### src/rtl/msg_frame_scheduler_pkg.sv
// rtl/msg_frame_scheduler_pkg.sv - shared types and sizing helpers for the message frame scheduler
package msg_frame_scheduler_pkg;

  localparam int MSG_W = 5;

  typedef enum logic [1:0] {
    ST_IDLE = 2'd0,
    ST_SEND = 2'd1,
    ST_HOLD = 2'd2
  } state_e;

  // One extra bit over the address so full and empty are distinguishable.
  function automatic int ptr_w(input int depth);
    return $clog2(depth) + 1;
  endfunction

endpackage

### src/rtl/msg_frame_scheduler_if.sv
// rtl/msg_frame_scheduler_if.sv - host/transmit-side signal bundle of the message frame scheduler
interface msg_frame_scheduler_if
  import msg_frame_scheduler_pkg::*;
#(
  parameter int DEPTH    = 8,
  parameter int MSG_BITS = MSG_W
) ();

  logic                     enable;
  logic                     wr_en;
  logic [MSG_BITS-1:0]      wr_data;
  logic                     ovf_clr;
  logic                     bit_tick;
  logic                     full;
  logic                     empty;
  logic [ptr_w(DEPTH)-1:0]  level;
  logic                     overflow;
  logic                     send;
  logic [MSG_BITS-1:0]      Msg;
  logic                     busy;

  modport master (
    output enable, wr_en, wr_data, ovf_clr, bit_tick,
    input  full, empty, level, overflow, send, Msg, busy
  );

  modport slave (
    input  enable, wr_en, wr_data, ovf_clr, bit_tick,
    output full, empty, level, overflow, send, Msg, busy
  );

endinterface

### src/rtl/msg_fifo.sv
// rtl/msg_fifo.sv - synchronous message FIFO with registered full/empty/level and sticky overflow
module msg_fifo
  import msg_frame_scheduler_pkg::*;
#(
  parameter int DEPTH = 8,
  parameter int WIDTH = MSG_W
) (
  input  logic                    clk,
  input  logic                    rst_n,
  input  logic                    i_wr_en,
  input  logic [WIDTH-1:0]        i_wr_data,
  input  logic                    i_rd_en,
  input  logic                    i_ovf_clr,
  output logic [WIDTH-1:0]        o_rd_data,
  output logic                    o_full,
  output logic                    o_empty,
  output logic [ptr_w(DEPTH)-1:0] o_level,
  output logic                    o_overflow
);

  localparam int PW = ptr_w(DEPTH);
  localparam int AW = PW - 1;

  logic [WIDTH-1:0] r_mem [DEPTH];
  logic [PW-1:0]    r_wr_ptr;
  logic [PW-1:0]    r_rd_ptr;
  logic [PW-1:0]    r_level;
  logic             r_full;
  logic             r_empty;
  logic             r_overflow;

  logic             w_push;
  logic             w_pop;
  logic [PW-1:0]    w_wr_nxt;
  logic [PW-1:0]    w_rd_nxt;

  // Gated on the registered flags, so a write while full drops even if a pop lands in the same cycle.
  assign w_push   = i_wr_en && !r_full;
  assign w_pop    = i_rd_en && !r_empty;
  assign w_wr_nxt = r_wr_ptr + {{AW{1'b0}}, w_push};
  assign w_rd_nxt = r_rd_ptr + {{AW{1'b0}}, w_pop};

  always_ff @(posedge clk or negedge rst_n) begin
    if (!rst_n) begin
      r_wr_ptr   <= '0;
      r_rd_ptr   <= '0;
      r_level    <= '0;
      r_full     <= 1'b0;
      r_empty    <= 1'b1;
      r_overflow <= 1'b0;
    end else begin
      r_wr_ptr <= w_wr_nxt;
      r_rd_ptr <= w_rd_nxt;
      r_level  <= w_wr_nxt - w_rd_nxt;
      r_full   <= (w_wr_nxt[AW] != w_rd_nxt[AW]) && (w_wr_nxt[AW-1:0] == w_rd_nxt[AW-1:0]);
      r_empty  <= (w_wr_nxt == w_rd_nxt);
      if (i_wr_en && r_full) begin
        r_overflow <= 1'b1;
      end else if (i_ovf_clr) begin
        r_overflow <= 1'b0;
      end
    end
  end

  always_ff @(posedge clk) begin
    if (w_push) begin
      r_mem[r_wr_ptr[AW-1:0]] <= i_wr_data;
    end
  end

  assign o_rd_data  = r_mem[r_rd_ptr[AW-1:0]];
  assign o_full     = r_full;
  assign o_empty    = r_empty;
  assign o_level    = r_level;
  assign o_overflow = r_overflow;

endmodule

### src/rtl/msg_frame_scheduler.sv
// rtl/msg_frame_scheduler.sv - queues host messages and presents each on Msg for one full frame of bit ticks
module msg_frame_scheduler
  import msg_frame_scheduler_pkg::*;
#(
  parameter int DEPTH      = 8,
  parameter int MSG_BITS   = MSG_W,
  parameter int GUARD_BITS = 2
) (
  input logic                  clk,
  input logic                  rst,
  msg_frame_scheduler_if.slave bus
);

  localparam int PW    = ptr_w(DEPTH);
  localparam int FRAME = MSG_BITS + GUARD_BITS;
  localparam int CW    = $clog2(FRAME + 1);
  localparam logic [CW-1:0] LAST_BIT = CW'(FRAME - 1);

  state_e              r_state;
  state_e              w_state_nxt;
  logic                r_send;
  logic                r_busy;
  logic [CW-1:0]       r_cnt;
  logic [MSG_BITS-1:0] r_msg;

  logic                w_send_nxt;
  logic                w_busy_nxt;
  logic [CW-1:0]       w_cnt_nxt;
  logic                w_load;
  logic                w_pop;
  logic                w_start;
  logic                w_frame_last;

  logic [MSG_BITS-1:0] w_head;
  logic                w_full;
  logic                w_empty;
  logic [PW-1:0]       w_level;
  logic                w_overflow;

  msg_fifo #(
    .DEPTH (DEPTH),
    .WIDTH (MSG_BITS)
  ) u_fifo (
    .clk        (clk),
    .rst_n      (rst),
    .i_wr_en    (bus.wr_en),
    .i_wr_data  (bus.wr_data),
    .i_rd_en    (w_pop),
    .i_ovf_clr  (bus.ovf_clr),
    .o_rd_data  (w_head),
    .o_full     (w_full),
    .o_empty    (w_empty),
    .o_level    (w_level),
    .o_overflow (w_overflow)
  );

  assign w_start      = bus.enable && !w_empty;
  assign w_frame_last = (r_cnt == LAST_BIT);

  always_ff @(posedge clk or negedge rst) begin
    if (!rst) begin
      r_state <= ST_IDLE;
    end else begin
      r_state <= w_state_nxt;
    end
  end

  always_comb begin
    w_state_nxt = r_state;
    case (r_state)
      ST_IDLE: if (w_start) w_state_nxt = ST_SEND;
      ST_SEND: if (bus.bit_tick) w_state_nxt = ST_HOLD;
      ST_HOLD: if (bus.bit_tick && w_frame_last) w_state_nxt = w_start ? ST_SEND : ST_IDLE;
      default: w_state_nxt = ST_IDLE;
    endcase
  end

  // The tick that releases send is bit 0 of the frame, so the counter restarts at 1 in HOLD.
  always_comb begin
    w_pop      = 1'b0;
    w_load     = 1'b0;
    w_send_nxt = r_send;
    w_busy_nxt = r_busy;
    w_cnt_nxt  = r_cnt;
    case (r_state)
      ST_IDLE: begin
        if (w_start) begin
          w_pop      = 1'b1;
          w_load     = 1'b1;
          w_send_nxt = 1'b1;
          w_busy_nxt = 1'b1;
          w_cnt_nxt  = '0;
        end
      end
      ST_SEND: begin
        if (bus.bit_tick) begin
          w_send_nxt = 1'b0;
          w_cnt_nxt  = CW'(1);
        end
      end
      ST_HOLD: begin
        if (bus.bit_tick) begin
          if (w_frame_last) begin
            w_cnt_nxt = '0;
            if (w_start) begin
              w_pop      = 1'b1;
              w_load     = 1'b1;
              w_send_nxt = 1'b1;
            end else begin
              w_busy_nxt = 1'b0;
            end
          end else begin
            w_cnt_nxt = r_cnt + CW'(1);
          end
        end
      end
      default: begin
        w_send_nxt = 1'b0;
        w_busy_nxt = 1'b0;
        w_cnt_nxt  = '0;
      end
    endcase
  end

  always_ff @(posedge clk or negedge rst) begin
    if (!rst) begin
      r_send <= 1'b0;
      r_busy <= 1'b0;
      r_cnt  <= '0;
      r_msg  <= '0;
    end else begin
      r_send <= w_send_nxt;
      r_busy <= w_busy_nxt;
      r_cnt  <= w_cnt_nxt;
      if (w_load) begin
        r_msg <= w_head;
      end
    end
  end

  assign bus.send     = r_send;
  assign bus.busy     = r_busy;
  assign bus.Msg      = r_msg;
  assign bus.full     = w_full;
  assign bus.empty    = w_empty;
  assign bus.level    = w_level;
  assign bus.overflow = w_overflow;

endmodule

### src/flat_wrapper.sv
// flat-port wrapper written by rule: the top's interface ports become plain ports
module msg_frame_scheduler_flat import msg_frame_scheduler_pkg::*;
#(
  parameter int DEPTH      = 8,
  parameter int MSG_BITS   = MSG_W,
  parameter int GUARD_BITS = 2
)
  (clk, rst, bus_enable, bus_wr_en, bus_wr_data, bus_ovf_clr, bus_bit_tick, bus_full, bus_empty, bus_level, bus_overflow, bus_send, bus_Msg, bus_busy);
  msg_frame_scheduler_if #(.DEPTH(DEPTH), .MSG_BITS(MSG_BITS)) bus_i ();
  input logic clk;
  input logic rst;
  input wire logic [$bits(bus_i.enable)-1:0] bus_enable;
  input wire logic [$bits(bus_i.wr_en)-1:0] bus_wr_en;
  input wire logic [$bits(bus_i.wr_data)-1:0] bus_wr_data;
  input wire logic [$bits(bus_i.ovf_clr)-1:0] bus_ovf_clr;
  input wire logic [$bits(bus_i.bit_tick)-1:0] bus_bit_tick;
  output wire logic [$bits(bus_i.full)-1:0] bus_full;
  output wire logic [$bits(bus_i.empty)-1:0] bus_empty;
  output wire logic [$bits(bus_i.level)-1:0] bus_level;
  output wire logic [$bits(bus_i.overflow)-1:0] bus_overflow;
  output wire logic [$bits(bus_i.send)-1:0] bus_send;
  output wire logic [$bits(bus_i.Msg)-1:0] bus_Msg;
  output wire logic [$bits(bus_i.busy)-1:0] bus_busy;
  assign bus_i.enable = bus_enable;
  assign bus_i.wr_en = bus_wr_en;
  assign bus_i.wr_data = bus_wr_data;
  assign bus_i.ovf_clr = bus_ovf_clr;
  assign bus_i.bit_tick = bus_bit_tick;
  assign bus_full = bus_i.full;
  assign bus_empty = bus_i.empty;
  assign bus_level = bus_i.level;
  assign bus_overflow = bus_i.overflow;
  assign bus_send = bus_i.send;
  assign bus_Msg = bus_i.Msg;
  assign bus_busy = bus_i.busy;
  msg_frame_scheduler #(.DEPTH(DEPTH), .MSG_BITS(MSG_BITS), .GUARD_BITS(GUARD_BITS)) u_core (.clk(clk), .rst(rst), .bus(bus_i));
endmodule
### config.mk
export PLATFORM = sky130hd
export DESIGN_NAME = msg_frame_scheduler_flat
export DESIGN_NICKNAME = d
export VERILOG_FILES = /design/src/rtl/msg_frame_scheduler_pkg.sv /design/src/rtl/msg_frame_scheduler_if.sv /design/src/rtl/msg_fifo.sv /design/src/rtl/msg_frame_scheduler.sv /design/src/flat_wrapper.sv
export SDC_FILE = /design/constraint.sdc
export NUM_CORES = 1
export LEC_CHECK = 0
export CORE_ASPECT_RATIO = 1.1
export CORE_MARGIN = 3
export CORE_UTILIZATION = 50
export CTS_CLUSTER_SIZE = 12
export DETAILED_ROUTE_END_ITERATION = 8
export GPL_TIMING_DRIVEN = 0
export PLACE_DENSITY = 0.73
export SYNTH_ARGS = -nofsm -noshare
export SYNTH_HDL_FRONTEND = slang
export SYNTH_HIERARCHICAL = 1
export SYNTH_SLANG_ARGS = --single-unit
### constraint.sdc
create_clock -name clk -period 2.4 [get_ports clk]
set_clock_uncertainty 0.1 [all_clocks]
set_input_delay 0.6 -clock clk [delete_from_list [all_inputs] [get_ports clk]]
set_output_delay 0.6 -clock clk [all_outputs]
set_load 0.02 [all_outputs]
==> flow_metrics.env <==
export IMPL_cp_required_ps=2550
export IMPL_hpwl_um=3694
export IMPL_finalSetupViolations=0
export IMPL_maxCapViolCount=0
export IMPL_die_w_um=78.79
export IMPL_coreArea_um2=5500
export IMPL_p_leak_nw=1.367
export IMPL_antenna_found_initial=0
export IMPL_syn_inst=186
export IMPL_ant_nets=0
export IMPL_maxSlewViolCount=0
export IMPL_synth_flop_cell="edfxtp_1"
export IMPL_cpMostUsedCell="ha_4"
export IMPL_ioPinCount=25
export IMPL_worstPathCellList="inv_2, ha_4, nor2b_4, a41oi_2, nor2_4, nor2b_4, ha_4, ha_4, xnor2_1, ha_1, a21oi_2, xnor2_1"
export IMPL_dp_cells=285
export IMPL_grt_max_degree=28
export IMPL_die_h_um=86.07
export IMPL_cts_buffers=9
export IMPL_placed_cell_area_um2=3291
export IMPL_overflow=0
export IMPL_grt_pass1_vias=1741
export IMPL_cts_tree="yes"
export IMPL_outcome="complete, no violations"
export IMPL_rsz0062_at_grt="yes"
export IMPL_report_power_total_w=0.004697
export IMPL_drt_wirelength_per_cell_um=17.76
export IMPL_cts_max_path_buffers=2
export IMPL_period_share=0.9890
export IMPL_path_max_fanout=3
export IMPL_cts_sinks=67
export IMPL_fin_hold_ws_ps=422.4
export IMPL_avgSynthCellArea_um2=15.67
export IMPL_final_util=0.6515
export IMPL_yosysWarnings=6
export IMPL_clkLatencyLatePin_ps=330
export IMPL_synthDistinctLibCells=32
export IMPL_final_area_um2=3583
export IMPL_vias=1688
export IMPL_ys_seq_area_frac=0.6445
export IMPL_cts_hold_repair_buffers=0
export IMPL_period_needed_ps=2374
export IMPL_initial_core_util=0.5298
export IMPL_peakVddDrop_mv=0.5200
export IMPL_layout_drive_gt1_share=0.2361
export IMPL_syn_num_nets=209
export IMPL_synth_edf_count=40
export IMPL_fmax_mhz=421.3
export IMPL_hold_path_class="flip-flop to flip-flop"
export IMPL_fp_row_count=28
export IMPL_start_kind="flip-flop"
export IMPL_final_cells=308
export IMPL_drt_iter0_drc=103
export IMPL_portBuffers=24
export IMPL_clk_pin_slew_ps=70
export IMPL_mostFrequentLayoutCell="edfxtp_1"
export IMPL_endpoint_kind="flip-flop"
export IMPL_track_usage=0.1781
export IMPL_via_per_inst=5.481
export IMPL_worstPathArrival_ps=2530
export IMPL_nets=251
export IMPL_crit_path_max_incr_delay_ps=400
export IMPL_syn2layout_area_growth_pct=22.97
export IMPL_gp_congestion=0.8183
export IMPL_p_per_area_nw_per_um2=1311
export IMPL_finalHoldViolations=0
export IMPL_drt_pass1_iterations=4
export IMPL_diodes=0
export IMPL_worst_pin_slew_ps=1168
export IMPL_die_area_um2=6781
export IMPL_routed_wl_um=5470
export IMPL_syn_area_um2=2914
export IMPL_final_cell_mix="edfxtp_1, dfrtp_1, clkdlybuf4s50_1"
export IMPL_cp_slowest_cell="dfrtp_1"
export IMPL_ys_ff_latch=67
export IMPL_maxSlewHeadroom=0.2189
export IMPL_grt_pass1_wl_um=8769
export IMPL_crit_type="flip-flop to flip-flop"
export IMPL_clockRootBuffer="clkbuf_8"
export IMPL_htreeDepth=3
export IMPL_drc=0
export IMPL_async_reset_ff_frac=0.4030
-- timing repair --
item,CTS,global route
endpoints found under the setup margin,5,14
setup buffers,5,2
endpoints found under the hold margin,0,0
gates resized for setup,12,4
pin swaps,3,2
-- cells in the mapped netlist, drive strengths merged, types with 2 or more instances --
cell,number,share of area
nand3,5,0.0086
dfrtp,26,0.22
edfxtp,40,0.41
nor3,3,0.0052
nor2b,5,0.013
o21ai,6,0.010
a31oi,2,0.0043
nor2,13,0.019
a21oi,8,0.014
nand2b,6,0.014
mux2,11,0.043
buf,2,0.0064
ha,12,0.052
mux4,10,0.090
xor2,3,0.0090
inv,13,0.017
xnor2,5,0.015
nand2,5,0.0064
o31ai,3,0.0077
-- logic make-up (layout without fill, tap and decap cells) --
group	after synthesis	count (layout)	synth area share
DFF	67	67	0.6445
xor gates and xnor gates	8	8	0.02405
muxes	21	21	0.1327
adders and majority gates	12	12	0.05152
AOI/OAI and AO/OA	24	24	0.05367
buffers and inverters	16	63	0.02447
and+or+nand+nor	38	38	0.06912
-- layout make-up --
class,instances,area (um^2)
flip-flops and latches,67,1878
well taps,75,93.84
clock inverters,2,11.26
multi-input cells,103,1076
fillers,389,1917
inverters,13,48.80
repair buffers,31,290.3
plain buffers,3,22.52
clock buffers,14,162.7
-- worst max-delay path: cells and delay by family, from the launching register on --
| kind | cells | cell delay [ps] |
|---|---|---|
| XOR/XNOR | 2 | 280 |
| AO/OA/AOI/OAI | 2 | 260 |
| adder cells (fa/ha/maj) | 4 | 720 |
| buffers and inverters | 1 | 90 |
| flip-flops | 1 | 400 |
| AND/OR/NAND/NOR | 3 | 440 |
-- power breakdown --
group          switching [W]  total [W]  leakage, nW  internal (W)
sequential          0.000175    0.00172        0.693       0.00154
clock               0.000378   0.000810       0.0910      0.000432
combinational        0.00108    0.00217        0.584       0.00108
total                0.00164    0.00470         1.37       0.00306
-- state kept, by name (all words and copies together) (netlist names) --
name / flops
u_core/bus.Msg: 5
u_core/bus.busy: 1
u_core/bus.send: 1
u_core/r_cnt: 3
u_core/r_state: 2
u_core/u_fifo/o_empty: 1
u_core/u_fifo/o_full: 1
u_core/u_fifo/o_level: 4
u_core/u_fifo/o_overflow: 1
u_core/u_fifo/r_mem: 40
u_core/u_fifo/r_rd_ptr: 4
u_core/u_fifo/r_wr_ptr: 4
-- worst paths after layout --
| kind | startpoint | end | slack, ps | cells after the start |
|---|---|---|---|---|
| worst max-delay path | u_core/r_state[0]$_DFFE_PN0P_ | u_core/u_fifo/o_level[2]$_DFF_PN0_ | 30 | 12 |
| worst min-delay path | u_core/bus.Msg[1]$_DFFE_PN0P_ | u_core/bus.Msg[1]$_DFFE_PN0P_ | 420 | 1 |
| worst max register to register | u_core/r_state[0]$_DFFE_PN0P_ | u_core/u_fifo/o_level[2]$_DFF_PN0_ | 30 | 12 |
| worst min register to register | u_core/bus.Msg[1]$_DFFE_PN0P_ | u_core/bus.Msg[1]$_DFFE_PN0P_ | 420 | 1 |
| max in group asynchronous | rst | u_core/bus.busy$_DFFE_PN0P_ | 710 | 1 |
| min in group asynchronous | rst | u_core/u_fifo/o_level[3]$_DFF_PN0_ | 790 | 1 |
-- layer usage --
metal,track usage,vias up,wire length (um)
met1,0.1976,846,2112
met5,0,-,0
met2,0.3189,57,3029
li1,-,779,-
met3,0.05882,6,284
met4,0.06200,0,43
-- stage by stage --
stage / setup WS, ps / setup TNS [ps]
after CTS: 0.01066 / 0
after floorplan: -44.18 / -58.48
after detailed placement: -693.5 / -6653
after global routing: -109.4 / -227.4
final: 26.50 / 0
after global placement: -593.0 / -5804
(Power assumes the default switching activity.)
